$ cat src/rtl/lcd_byte_writer.sv
// Post-init HD44780 4-bit byte writer: one byte per valid/ready handshake, high nibble then low nibble.
// Build option LCD_LONG_CMD_DELAY_EN: clear/home instructions wait CLR_CYC instead of EXEC_CYC.
//
// state    | meaning
// ---------+-------------------------------------------------
// IDLE     | waiting for a byte; in_ready follows init_done
// SETUP_HI | RS and high nibble driven, E low
// PULSE_HI | E high for the high nibble
// GAP      | E low between the two nibbles
// SETUP_LO | low nibble driven, E low
// PULSE_LO | E high for the low nibble
// EXEC     | LCD execution wait, E low
module lcd_byte_writer #(
    parameter int E_SETUP_CYC = 5,
    parameter int E_HIGH_CYC  = 50,
    parameter int E_GAP_CYC   = 50,
    parameter int EXEC_CYC    = 4000,
    parameter int CLR_CYC     = 164000
) (
    input  logic       clk,
    input  logic       nrst,
    input  logic       init_done,
    input  logic       in_valid,
    output logic       in_ready,
    input  logic       in_rs,
    input  logic [7:0] in_data,
    output logic       busy,
    output logic       RS,
    output logic       E,
    output logic       DB7,
    output logic       DB6,
    output logic       DB5,
    output logic       DB4
);

    localparam int MAX_CYC = (CLR_CYC > EXEC_CYC) ? CLR_CYC : EXEC_CYC;
    localparam int CW      = $clog2(MAX_CYC + 1);

    localparam logic [CW-1:0] SETUP_LD = CW'(E_SETUP_CYC - 1);
    localparam logic [CW-1:0] HIGH_LD  = CW'(E_HIGH_CYC - 1);
    localparam logic [CW-1:0] GAP_LD   = CW'(E_GAP_CYC - 1);
    localparam logic [CW-1:0] EXEC_LD  = CW'(EXEC_CYC - 1);
`ifdef LCD_LONG_CMD_DELAY_EN
    localparam logic [CW-1:0] CLR_LD   = CW'(CLR_CYC - 1);
`endif

    typedef enum logic [2:0] {
        IDLE,
        SETUP_HI,
        PULSE_HI,
        GAP,
        SETUP_LO,
        PULSE_LO,
        EXEC
    } state_t;

    state_t          state;
    logic [CW-1:0]   cnt;
    logic            rs_q;
    logic [7:0]      data_q;
    logic [3:0]      db;
    logic [CW-1:0]   exec_ld;
    logic            accept;

    assign accept = in_valid & in_ready;
    assign {DB7, DB6, DB5, DB4} = db;

    // Clear display (0x01) and return home (0x02/0x03) need the long wait.
    always_comb begin
        exec_ld = EXEC_LD;
`ifdef LCD_LONG_CMD_DELAY_EN
        if (!rs_q && (data_q[7:2] == 6'b000000)) begin
            exec_ld = CLR_LD;
        end
`endif
    end

    // Pin outputs are registered from the current state, so they trail the
    // state by one cycle; every phase therefore keeps its full duration.
    always_ff @(posedge clk or negedge nrst) begin
        if (!nrst) begin
            state    <= IDLE;
            cnt      <= '0;
            rs_q     <= 1'b0;
            data_q   <= 8'h00;
            RS       <= 1'b0;
            E        <= 1'b0;
            db       <= 4'h0;
            in_ready <= 1'b0;
            busy     <= 1'b0;
        end else if (!init_done) begin
            // Abort: drop the byte, leave RS/DB where they were.
            state    <= IDLE;
            E        <= 1'b0;
            in_ready <= 1'b0;
            busy     <= 1'b0;
        end else begin
            E        <= (state == PULSE_HI) || (state == PULSE_LO);
            busy     <= (state != IDLE);
            in_ready <= (state == IDLE) && !accept;
            case (state)
                IDLE: begin
                    if (accept) begin
                        rs_q   <= in_rs;
                        data_q <= in_data;
                        state  <= SETUP_HI;
                        cnt    <= SETUP_LD;
                    end
                end
                SETUP_HI: begin
                    RS <= rs_q;
                    db <= data_q[7:4];
                    if (cnt == '0) begin
                        state <= PULSE_HI;
                        cnt   <= HIGH_LD;
                    end else begin
                        cnt <= cnt - 1'b1;
                    end
                end
                PULSE_HI: begin
                    if (cnt == '0) begin
                        state <= GAP;
                        cnt   <= GAP_LD;
                    end else begin
                        cnt <= cnt - 1'b1;
                    end
                end
                GAP: begin
                    if (cnt == '0) begin
                        state <= SETUP_LO;
                        cnt   <= SETUP_LD;
                    end else begin
                        cnt <= cnt - 1'b1;
                    end
                end
                SETUP_LO: begin
                    db <= data_q[3:0];
                    if (cnt == '0) begin
                        state <= PULSE_LO;
                        cnt   <= HIGH_LD;
                    end else begin
                        cnt <= cnt - 1'b1;
                    end
                end
                PULSE_LO: begin
                    if (cnt == '0) begin
                        state <= EXEC;
                        cnt   <= exec_ld;
                    end else begin
                        cnt <= cnt - 1'b1;
                    end
                end
                EXEC: begin
                    if (cnt == '0) begin
                        state <= IDLE;
                    end else begin
                        cnt <= cnt - 1'b1;
                    end
                end
                default: state <= IDLE;
            endcase
        end
    end

endmodule

$ cat config.mk
export PLATFORM = sky130hd
export DESIGN_NAME = lcd_byte_writer
export DESIGN_NICKNAME = d
export VERILOG_FILES = /design/src/rtl/lcd_byte_writer.sv
export SDC_FILE = /design/constraint.sdc
export NUM_CORES = 1
export LEC_CHECK = 0
export BUFFER_PORTS_ARGS = -buffer_cell sky130_fd_sc_hd__clkbuf_2
export CAP_MARGIN = 20
export CORE_UTILIZATION = 55
export DETAILED_ROUTE_END_ITERATION = 8
export GPL_TIMING_DRIVEN = 0
export MAX_ROUTING_LAYER = met4
export PLACE_DENSITY = 0.75
export SYNTH_ARGS = -nofsm -noshare
export SYNTH_HDL_FRONTEND = slang
export SYNTH_SLANG_ARGS = --single-unit
$ cat constraint.sdc
create_clock -name clk -period 6.9 [get_ports clk]
set_input_delay 2.07 -clock clk [delete_from_list [all_inputs] [get_ports clk]]
set_output_delay 2.07 -clock clk [all_outputs]
set_load 0.01 [all_outputs]
### Word level (Yosys, flattened, before mapping)

Cells that the tools add are included.
W data, S select, Z words.

| storage, ports and cells | value |
|---|---|
| input bits | 13 |
| output and inout port bits | 8 |
| flip-flop bits (word level) | 38 |
| word-level logic and storage cells | 59 |

| cells by class | value |
|---|---|
| bitwise logic cells | 1 |
| $add $sub $neg | 1 |
| reduce and logical (&&, ||, !) cells | 14 |
| muxes and demuxes | 19 |
| equality and inequality tests | 15 |

Operators by type and width:

| cell | number |
|---|---|
| $mux W18 | 5 |
| $pmux W18 S5 | 1 |
| $mux W3 | 8 |
| $pmux W3 S7 | 1 |
| $logic_not A18 Y1 | 1 |
| $sub A18 B1 Y18 const B | 1 |
| $ne A3 B3 Y1 const B | 5 |
| $eq A3 B3 Y1 const B | 3 |
| $pmux W4 S2 | 1 |
| $reduce_and A7 Y1 | 1 |
| $eq A3 B2 Y1 const B | 2 |
| $ne A3 B2 Y1 const B | 2 |
| $reduce_bool A5 Y1 | 1 |
| $ne A2 B2 Y1 const B | 2 |
| $reduce_and A2 Y1 | 2 |
| $reduce_and A4 Y1 | 1 |
| $eq A3 B1 Y1 const B | 1 |
| $logic_not A3 Y1 | 1 |
| $mux W1 | 3 |
| $reduce_and A3 Y1 | 1 |
| $reduce_bool A3 Y1 | 1 |
| $reduce_or A3 Y1 | 1 |
| $reduce_bool A2 Y1 | 1 |
| $and A1 B1 Y1 | 1 |
| 3 further kinds | 3 |

### Depth between registers and ports, before layout

Gate-level depths: netlist (run 1).

| depth | value |
|---|---|
| depth in word-level cells | 4 |
| mapped depth | 8 |
| depth with buffers taken out | 6 |

### Worst setup path before layout (run 1)

Ideal clock, no wire load.

| path | value |
|---|---|
| path kind | input to register |
| start point | in in_valid |
| end point | reg cnt[12] |
| path buffers | 1 |
| setup slack | 3.543 ns |
| arrival | 3.294 ns |
| stages | 6 |
| path through | and2_1 > o211a_1 > buf_2 > o211ai_1 > or4_1 > a21bo_2 |

| on the way | value |
|---|---|
| longest elaborated chain between the ends | 3 |

RTL lines:

| item | RTL line | source |
|---|---|---|
| from (decl) | 23 | `input logic in_valid,` |
| $and A1 B1 Y1 | 65 | `assign accept = in_valid & in_ready;` |
| $ne A2 B2 Y1 (no source line) | - |  |
| $reduce_and A4 Y1 (no source line) | - |  |
| to (signal assigned) | 117 | `cnt <= cnt - 1'b1;` |
| to (signal assigned) | 125 | `cnt <= cnt - 1'b1;` |
| to (signal assigned) | 133 | `cnt <= cnt - 1'b1;` |
| to (decl) | 58 | `logic [CW-1:0] cnt;` |

Every way passes these cells.
A chain may end at the register's enable or synchronous reset.

### Final worst setup path (run 1)

Ends and elaborated chain as after synthesis.

==> flow_metrics.tcl, run 1 <==
set metrics [dict create \
    status "complete, no violations" \
    cts_setup_buffers 0 \
    nNetsFinal 283 \
    hp-class "reg -> reg" \
    cts_resized 0 \
    path_clk_slew_ns 0.08 \
    arrival_ns 3.61 \
    synth.avg_cell_area_um2 9.31 \
    fin_worst_skew_ns 0.00658 \
    fmax_mhz 296 \
    worst-path-max-fanout 8 \
    htreeDepth 2 \
    drc 0 \
    grt_pass1_vias 1880 \
    root_buffer "clkbuf_8" \
    dr.pass1.iters 4 \
    place.detailed.hpwl_um 3880 \
    fin_crit_ns 3.38 \
    yosysMostFrequentCell "dfrtp_1" \
    power_uw 654 \
    finalCritPeriodShare 0.489 \
    final_util 0.658 \
    cp-end-kind "register" \
    synthCells 241 \
    max_cap_violations 0 \
    critPathLaunchType "input pin" \
    vias_per_cell 6.48 \
    yosysWarnings 0 \
    syn_nets 256 \
    clkSinkCount 38 \
    synth_commonest_cells "dfrtp_1, nor2_1, nand2_1, o21ai_0, nor3_1" \
    coreArea_um2 3800 \
    synth_top_area_share 0.424 \
    globalplace.congestion 0.931 \
    grt_max_degree 39 \
    totalWireLength_um 5410 \
    final_antenna_net_count 0 \
    grt-ovfl-total 0 \
    ys_types 54 \
    netlist_top_cells_area "dfrtp_1, mux2_2, nor2_1, o21ai_0, nor3_1" \
    grt_usage 0.284 \
    drive_gt1_frac 0.208 \
    insertedDiodeCount 0 \
    drtIter0Drc 266 \
    critPathKind "in -> reg" \
    io_pins 21 \
    die_y_um 65.9 \
    finalSetupTns_ns 0 \
    slew_violations 0 \
    netlist_area_um2 2240 \
    synth_seq_cells 38 \
    wl_per_cell_um 17.1 \
    cellPowerDensity_nw_per_um2 262 \
    seq_area_frac_synth 0.424 \
    max-slew-margin-rel 0.384 \
    clk_latency_ns 0.29 \
    antenna_found_initial 0 \
    rows 22 \
    max_slew.worst_pin.slew_ns 0.923 \
    cts_tree "built" \
    die_w_um 65.9 \
    cts_buffers 5 \
    cp_data_required_time_ns 7.13 \
    synth_flop_cell "dfrtp_1" \
    grt_pass1_wl_um 8980 \
    hold_viol 0 \
    syn2layout_area_growth_pct 11.4 \
    timing.hold.ws_ns 0.494 \
    cts_buffer_depth 2 \
    ir_drop_mv 0.144 \
    synth_edf_count 0 \
    postCtsHoldBufs 0 \
    port_buffers 20 \
    setup_viol 0 \
    vias 2055 \
    p_leak_uw 0.00112 \
    async_flop_share 1.00 \
    dieArea_um2 4340 \
    rsz0062_at_grt "false" \
    initial_core_util 0.591 \
    synth_top_area_cell "dfrtp_1" \
]
## cells in the final DEF (no fill, tap or decap), types with 4 or more instances in the layout
cell type / synthesis / final
o21ai_0: 16 / 16
mux2i_1: 4 / 4
dfrtp_1: 38 / 38
clkbuf_2: 0 / 20
nor2_1: 24 / 24
clkbuf_8: 0 / 6
or3_1: 7 / 7
or4_1: 5 / 5
nor3_1: 13 / 13
mux2_2: 10 / 10
nor4_1: 6 / 6
o2bb2ai_1: 4 / 4
a31oi_1: 6 / 6
a21oi_1: 12 / 12
buf_2: 6 / 6
nand3_1: 4 / 4
clkbuf_1: 6 / 6
inv_1: 8 / 8
nand2_1: 16 / 16
## where the power goes
group	internal [uW]	switching [uW]	total (uW)	leakage [uW]
Sequential	268	35.7	304	0.000491
Combinational	84.3	105	189	0.000579
Clock	80.4	80.6	161	0.0000472
## sequential cells by signal (all words and copies together), names as in the netlist
name and cells:
data_q 8, rs_q 1, E 1, db 4
cnt 18, busy 1, state 3, RS 1
in_ready 1
## metrics by stage
stage	cell area [um2]	worst slack (ns)	instances
after global placement	2400	3.25	309
after global routing	2500	3.39	317
after floorplan	2240	3.54	241
after detailed placement	2400	3.26	309
after CTS	2500	3.53	317
final	2500	3.52	317
## worst max-delay path, stage by stage
cell	delay [ns]
clkbuf_2	0.07
and2_1	0.20
o211a_1	0.15
buf_2	0.18
o211ai_1	0.22
or4_1	0.52
a21bo_2	0.19
## kinds of logic after synthesis
| group | count (synthesis) | share of synthesized area |
|---|---|---|
| xor+xnor | 3 | 0.0117 |
| flops | 38 | 0.424 |
| mux | 14 | 0.0680 |
| buf+inv | 22 | 0.0435 |
| simple gates | 89 | 0.206 |
| compound gates | 73 | 0.236 |
| fa+ha+maj | 2 | 0.0112 |
## layer usage
metal,global-route usage,vias to the layer above,wire (um)
li1,-,967,-
met1,0.392,992,2470
met2,0.423,83,2530
met3,0.0414,13,318
met4,0.101,0,84
met5,-,-,0
## layout make-up
type                       count  area [um2]
inverter                       8        30.0
buffer                        14        67.6
sequential                    38         951
timing repair buffer          20         100
clock buffer                   6        82.6
clock inverter                 2        12.5
tap                           48        60.1
multi-input combinational    181        1190
fill                         306        1300
## worst paths after layout
| kind | from | end | slack, ns | cells after the start |
|---|---|---|---|---|
| min reg2reg | db[3] | db[3] | 0.49 | 2 |
| min | db[3] | db[3] | 0.49 | 2 |
| min in group asynchronous | nrst | busy | 1.90 | 1 |
| max reg2reg | cnt[2] | cnt[12] | 4.23 | 5 |
| max | in_valid | cnt[12] | 3.52 | 7 |
| max in group asynchronous | nrst | cnt[9] | 4.42 | 1 |
(Power assumes the default switching activity.)
==> inputs of run 2 (changes only) <==
--- a/config.mk
+++ b/config.mk
@@ -5,13 +5,14 @@
 export SDC_FILE = /design/constraint.sdc
 export NUM_CORES = 1
 export LEC_CHECK = 0
+export ABC_AREA = 1
 export BUFFER_PORTS_ARGS = -buffer_cell sky130_fd_sc_hd__clkbuf_2
 export CAP_MARGIN = 20
-export CORE_UTILIZATION = 55
+export CORE_UTILIZATION = 54
 export DETAILED_ROUTE_END_ITERATION = 8
 export GPL_TIMING_DRIVEN = 0
 export MAX_ROUTING_LAYER = met4
-export PLACE_DENSITY = 0.75
+export PLACE_DENSITY = 0.76
 export SYNTH_ARGS = -nofsm -noshare
 export SYNTH_HDL_FRONTEND = slang
 export SYNTH_SLANG_ARGS = --single-unit
==> constraint.sdc (replaced) <==
create_clock -name clk -period 3 [get_ports clk]
set_input_delay 0.9 -clock clk [delete_from_list [all_inputs] [get_ports clk]]
set_output_delay 0.9 -clock clk [all_outputs]
set_load 0.01 [all_outputs]
==> run 2 against run 1 <==
Effect of this change: clock-buffer cell count down 1; die area grew 8.3%; register-to-register slack got worse by 3.2 ns; setup slack got worse by 2.5 ns; critical path depth is 5 higher; global-route usage fell by 2.2 points; clock power grew to 3.3 times the previous value; power grew to 5.1 times the previous value; sequential power increased to 2.9 times the previous value; routed wire length fell by 6.0%; largest cell class unchanged.
==> flow_metrics.tcl, run 2 <==
set metrics [dict create \
    path_clk_slew_ns 0.08 \
    yosysMostFrequentCell "nand2_1" \
    arrival_ns 2.20 \
    nNetsFinal 388 \
    cp_data_required_time_ns 3.19 \
    cts_buffer_depth 2 \
    clock_power_share 0.157 \
    synth_top_area_share 0.398 \
    rows 23 \
    dieArea_um2 4700 \
    postCtsHoldBufs 0 \
    synth.avg_cell_area_um2 6.91 \
    worst-path-max-fanout 10 \
    syn2layout_area_growth_pct 12.6 \
    die_w_um 68.5 \
    setup_viol 0 \
    netlist_area_um2 2390 \
    finalSetupTns_ns 0 \
    antenna_found_initial 0 \
    critPathKind "reg -> reg" \
    final_antenna_net_count 0 \
    fin_worst_skew_ns 0.00850 \
    place.detailed.hpwl_um 3810 \
    cp-end-kind "register" \
    drive_gt1_frac 0.168 \
    place_area_um2 2550 \
    fin_crit_ns 2.01 \
    cts_buffers 5 \
    synthCells 346 \
    fill_cells 376 \
    ys_types 30 \
    netlist_top_cells_area "dfrtp_1, nand2_1, nor2_1, nand3_1, inv_1" \
    max_slew.worst_pin.slew_ns 0.942 \
    status "complete, no violations" \
    mostFrequentLayoutCells "nand2_1, nor2_1, dfrtp_1" \
    io_pins 21 \
    vias 2158 \
    globalplace.congestion 0.932 \
    max_cap_violations 0 \
    yosysWarnings 0 \
    reg.largest.list "cnt x18, data_q x8, db x4" \
    initial_core_util 0.581 \
    p_sw_uw 1600 \
    synth_flop_cell "dfrtp_1" \
    design_area_um2 2690 \
    clkSinkCount 38 \
    intPower_uw 1730 \
    hp-class "reg -> reg" \
    timing.hold.ws_ns 0.481 \
    coreArea_um2 4120 \
    finalCritPeriodShare 0.671 \
    p_leak_uw 0.00150 \
    async_flop_share 1.00 \
    drc 0 \
    hold_viol 0 \
    seq_area_frac_synth 0.398 \
    rsz0062_at_grt "false" \
    totalWireLength_um 5080 \
    power.share.sequential 0.266 \
    drtIter0Drc 123 \
    synth_commonest_cells "nand2_1, nor2_1, dfrtp_1" \
    cts_setup_buffers 0 \
    cts_tree "built" \
    regMostFlops "cnt" \
    combPwrFrac 0.577 \
    grt_max_degree 39 \
    clk_latency_ns 0.30 \
    ir_drop_mv 0.566 \
    synth_seq_cells 38 \
    cellPowerDensity_nw_per_um2 1240 \
    htreeDepth 2 \
    final_common_cell "nand2_1" \
    slew_violations 0 \
    cts_resized 0 \
    syn_nets 361 \
    wl_per_cell_um 12.0 \
    dr.pass1.iters 4 \
    root_buffer "clkbuf_8" \
    grt_pass1_vias 1944 \
    synth_top_area_cell "dfrtp_1" \
    final_util 0.654 \
    largest_reg_flops 18 \
    grt_pass1_wl_um 8690 \
    port_buffers 20 \
    max-slew-margin-rel 0.372 \
    p_sw_frac 0.480 \
    grt-ovfl-total 0 \
    vias_per_cell 5.09 \
    die_y_um 68.5 \
    insertedDiodeCount 0 \
    fmax_mhz 497 \
    synth_edf_count 0 \
    critPathLaunchType "register" \
    grt_usage 0.261 \
]
## run 2: kinds of logic (layout without fill, tap and decap cells)
family / count (synthesis) / after routing / synth area share
AO/OA/AOI/OAI: 19 / 19 / 0.0518
XOR/XNOR: 7 / 7 / 0.0256
adder cells (fa/ha/maj): 2 / 2 / 0.0105
buffers and inverters: 43 / 71 / 0.0780
flip-flops: 38 / 38 / 0.398
AND/OR/NAND/NOR: 237 / 237 / 0.436
## run 2: cell type report
cell class,count,area [um2],area share
Multi-Input combinational cell,265,1250,0.466
Sequential cell,38,951,0.353
Inverter,39,151,0.0563
Timing Repair Buffer,20,100,0.0372
Clock buffer,5,68.8,0.0256
Clock inverter,3,68.8,0.0256
Tap cell,50,62.6,0.0232
Buffer,4,35.0,0.0130
## run 2: routing by layer
| layer | track usage | vias up | routed length (um) |
|---|---|---|---|
| li1 | - | 1125 | - |
| met1 | 0.340 | 988 | 2490 |
| met2 | 0.412 | 40 | 2340 |
| met3 | 0.0493 | 5 | 190 |
| met4 | 0.0781 | 0 | 63 |
| met5 | - | - | 0 |
## run 2: final timing paths
kind	startpoint	end	depth (start not counted)	slack (ns)
setup / recovery	cnt[0]	cnt[0]	12	0.99
hold / removal	data_q[1]	data_q[1]	2	0.48
setup reg to reg	cnt[0]	cnt[0]	12	0.99
hold reg to reg	data_q[1]	data_q[1]	2	0.48
max in group asynchronous	nrst	cnt[8]	1	1.69
min in group asynchronous	nrst	db[0]	1	0.73
## run 2: stage by stage
step	instances	setup slack (ns)	total power [uW]
after floorplan	346	1.23	2400
after global placement	416	0.964	2760
after detailed placement	416	0.958	2820
after CTS	424	1.00	3350
after global routing	424	0.874	3660
final	424	0.987	3340
## run 2: power groups by stage
stage                     logic, uW  registers [uW]  clock network [uW]
after floorplan                1520             881                   0
after global placement         1870             888                   0
after detailed placement       1920             894                   0
after CTS                      1930             885                 532
after global routing           2190             918                 552
final                          1930             887                 524
## run 2: worst max-delay path, cell delays in order (launching register included)
cell and delay [ns]:
dfrtp_1 0.43, inv_1 0.14, ha_1 0.22, inv_1 0.05, nor2_1 0.09, nand3_1 0.07
nor2_1 0.20, nand3_2 0.20, nand2_4 0.16, inv_4 0.07, buf_6 0.15, nand2_1 0.07
nand2_1 0.05
==> inputs of run 3 (changes only) <==
==> constraint.sdc (replaced) <==
create_clock -name clk -period 1.8 [get_ports clk]
set_input_delay 0.54 -clock clk [delete_from_list [all_inputs] [get_ports clk]]
set_output_delay 0.54 -clock clk [all_outputs]
set_load 0.01 [all_outputs]
==> run 3 against run 2 <==
Effect of this change: critical path depth unchanged; worst hold slack got worse by 0.11 ns; utilization up 2.4 points; first-iteration DRC count is 11% higher; cell count is 1.2% higher; sequential cell count unchanged; power rose by 75%; via count is 2.0% higher; critical endpoint is now cnt[2]; largest power group unchanged.
==> flow_metrics.tcl, run 3 (same netlist as run 2, synthesis figures left out) <==
set metrics [dict create \
    ir_drop_mv 0.951 \
    rsz0062_at_grt "true" \
    grt_most_used_layer "met2" \
    drc 0 \
    place_ws_ns -0.174 \
    dieArea_um2 4700 \
    insertedDiodeCount 0 \
    antenna_found_initial 0 \
    cp_data_required_time_ns 1.99 \
    p_leak_uw 0.00153 \
    root_buffer "clkbuf_8" \
    postCtsHoldBufs 0 \
    mostFrequentLayoutCells "nand2_1, nor2_1, dfrtp_1" \
    vias_per_cell 5.13 \
    rows 23 \
    reg.largest.list "cnt x18, data_q x8, db x4" \
    dr.pass1.iters 4 \
    htreeDepth 2 \
    grt_util_met3 0.0543 \
    setup_viol 0 \
    nNetsFinal 393 \
    clk_latency_ns 0.30 \
    cp-end-kind "register" \
    totalWireLength_um 5220 \
    max_cap_violations 0 \
    path_clk_slew_ns 0.08 \
    hold_viol 0 \
    cts_buffer_depth 2 \
    cts_buffers 5 \
    finalCritPeriodShare 0.954 \
    vias 2202 \
    place.detailed.hpwl_um 3810 \
    critPathLaunchType "register" \
    grt_pass1_vias 1999 \
    port_buffers 20 \
    final_common_cell "nand2_1" \
    globalplace.congestion 0.932 \
    cellPowerDensity_nw_per_um2 2100 \
    grt_util_met2 0.422 \
    max_slew.worst_pin.slew_ns 0.938 \
    fin_crit_ns 1.72 \
    r2r_cells 12 \
    initial_core_util 0.581 \
    timing.hold.ws_ns 0.372 \
    syn2layout_area_growth_pct 16.7 \
    clkSinkCount 38 \
    drive_gt1_frac 0.214 \
    fin_worst_skew_ns 0.00808 \
    wl_per_cell_um 12.2 \
    max-slew-margin-rel 0.375 \
    die_w_um 68.5 \
    slew_violations 0 \
    coreArea_um2 4120 \
    critPathKind "reg -> reg" \
    final_antenna_net_count 0 \
    arrival_ns 1.91 \
    grt_pass1_wl_um 8890 \
    grt_usage 0.267 \
    status "complete, no violations" \
    largest_reg_flops 18 \
    grt_max_degree 39 \
    fmax_mhz 582 \
    grtUsageMet1 0.343 \
    drtIter0Drc 137 \
    fill_cells 359 \
    worst-path-max-fanout 10 \
    regMostFlops "cnt" \
    die_y_um 68.5 \
    worst_slack_ns 0.0821 \
    io_pins 21 \
    grt-ovfl-total 0 \
    cts_tree "built" \
    hp-class "in -> async" \
]
-- run 3: cell types whose count changed in the layout (fill, tap and decap cells not counted), sizes merged --
cell,previous run,this run
buf,4,9
-- run 3: per-layer routing --
| metal | vias up | part of all wire |
|---|---|---|
| met5 | - | 0 |
| met4 | 0 | 0.015 |
| met3 | 7 | 0.045 |
| met2 | 55 | 0.47 |
| met1 | 1001 | 0.47 |
| li1 | 1139 | - |
-- run 3: path summary, 6_finish.rpt --
check,startpoint,to,slack (ns)
worst max-delay path,cnt[0],cnt[2],0.08
worst min-delay path,nrst,db[0],0.37
worst max register to register,cnt[0],cnt[2],0.08
worst min register to register,data_q[4],data_q[4],0.48
max in group asynchronous,nrst,state[1],0.79
min in group clk,in_data[0],data_q[0],0.43
-- run 3: area by class of cell --
cell class                      instances  area (um2)  share of cell area
Buffer                                  4        38.8              0.0139
Timing Repair Buffer                   25         138              0.0493
Clock buffer                            5        68.8              0.0247
Inverter                               39         154              0.0552
Multi-Input combinational cell        265        1310               0.468
Sequential cell                        38         953               0.342
Tap cell                               50        62.6              0.0224
Clock inverter                          3        68.8              0.0247
-- run 3: report_power, final --
part / leakage, uW / internal (uW) / switching [uW]
registers: 0.000487 / 1210 / 281
clock network: 0.0000683 / 555 / 317
logic: 0.000971 / 1290 / 2200
-- run 3: critical path: stages (launching register included) --
cell     delay, ns
dfrtp_1       0.39
inv_2         0.11
ha_4          0.15
inv_1         0.04
nor2_1        0.09
nand3_1       0.12
nor2_4        0.15
nand3_4       0.10
nand2_4       0.13
inv_6         0.06
buf_8         0.15
nand2_1       0.07
nand2_1       0.05
-- run 3: stage by stage --
| stage | cells | util | power [uW] | instance area, um2 | TNS [ns] |
|---|---|---|---|---|---|
| 3_3_place_gp | 416 | 0.621 | 4600 | 2550 | -1.31 |
| 2_1_floorplan | 346 | - | 4000 | 2390 | 0 |
| 3_5_place_dp | 416 | 0.621 | 4700 | 2550 | -2.97 |
| 4_1_cts | 427 | 0.664 | 5660 | 2730 | 0 |
| 6_report | 429 | 0.678 | 5850 | 2790 | 0 |
| 5_1_grt | 429 | 0.678 | 6400 | 2790 | -0.0826 |
-- run 3: timing repair --
item                                   in CTS  in global routing
endpoints found under the hold margin       0                  0
pin swaps                                   3                  3
setup buffers                               3                  2
resized for setup                           5                 14
setup endpoints to repair                  28                 30
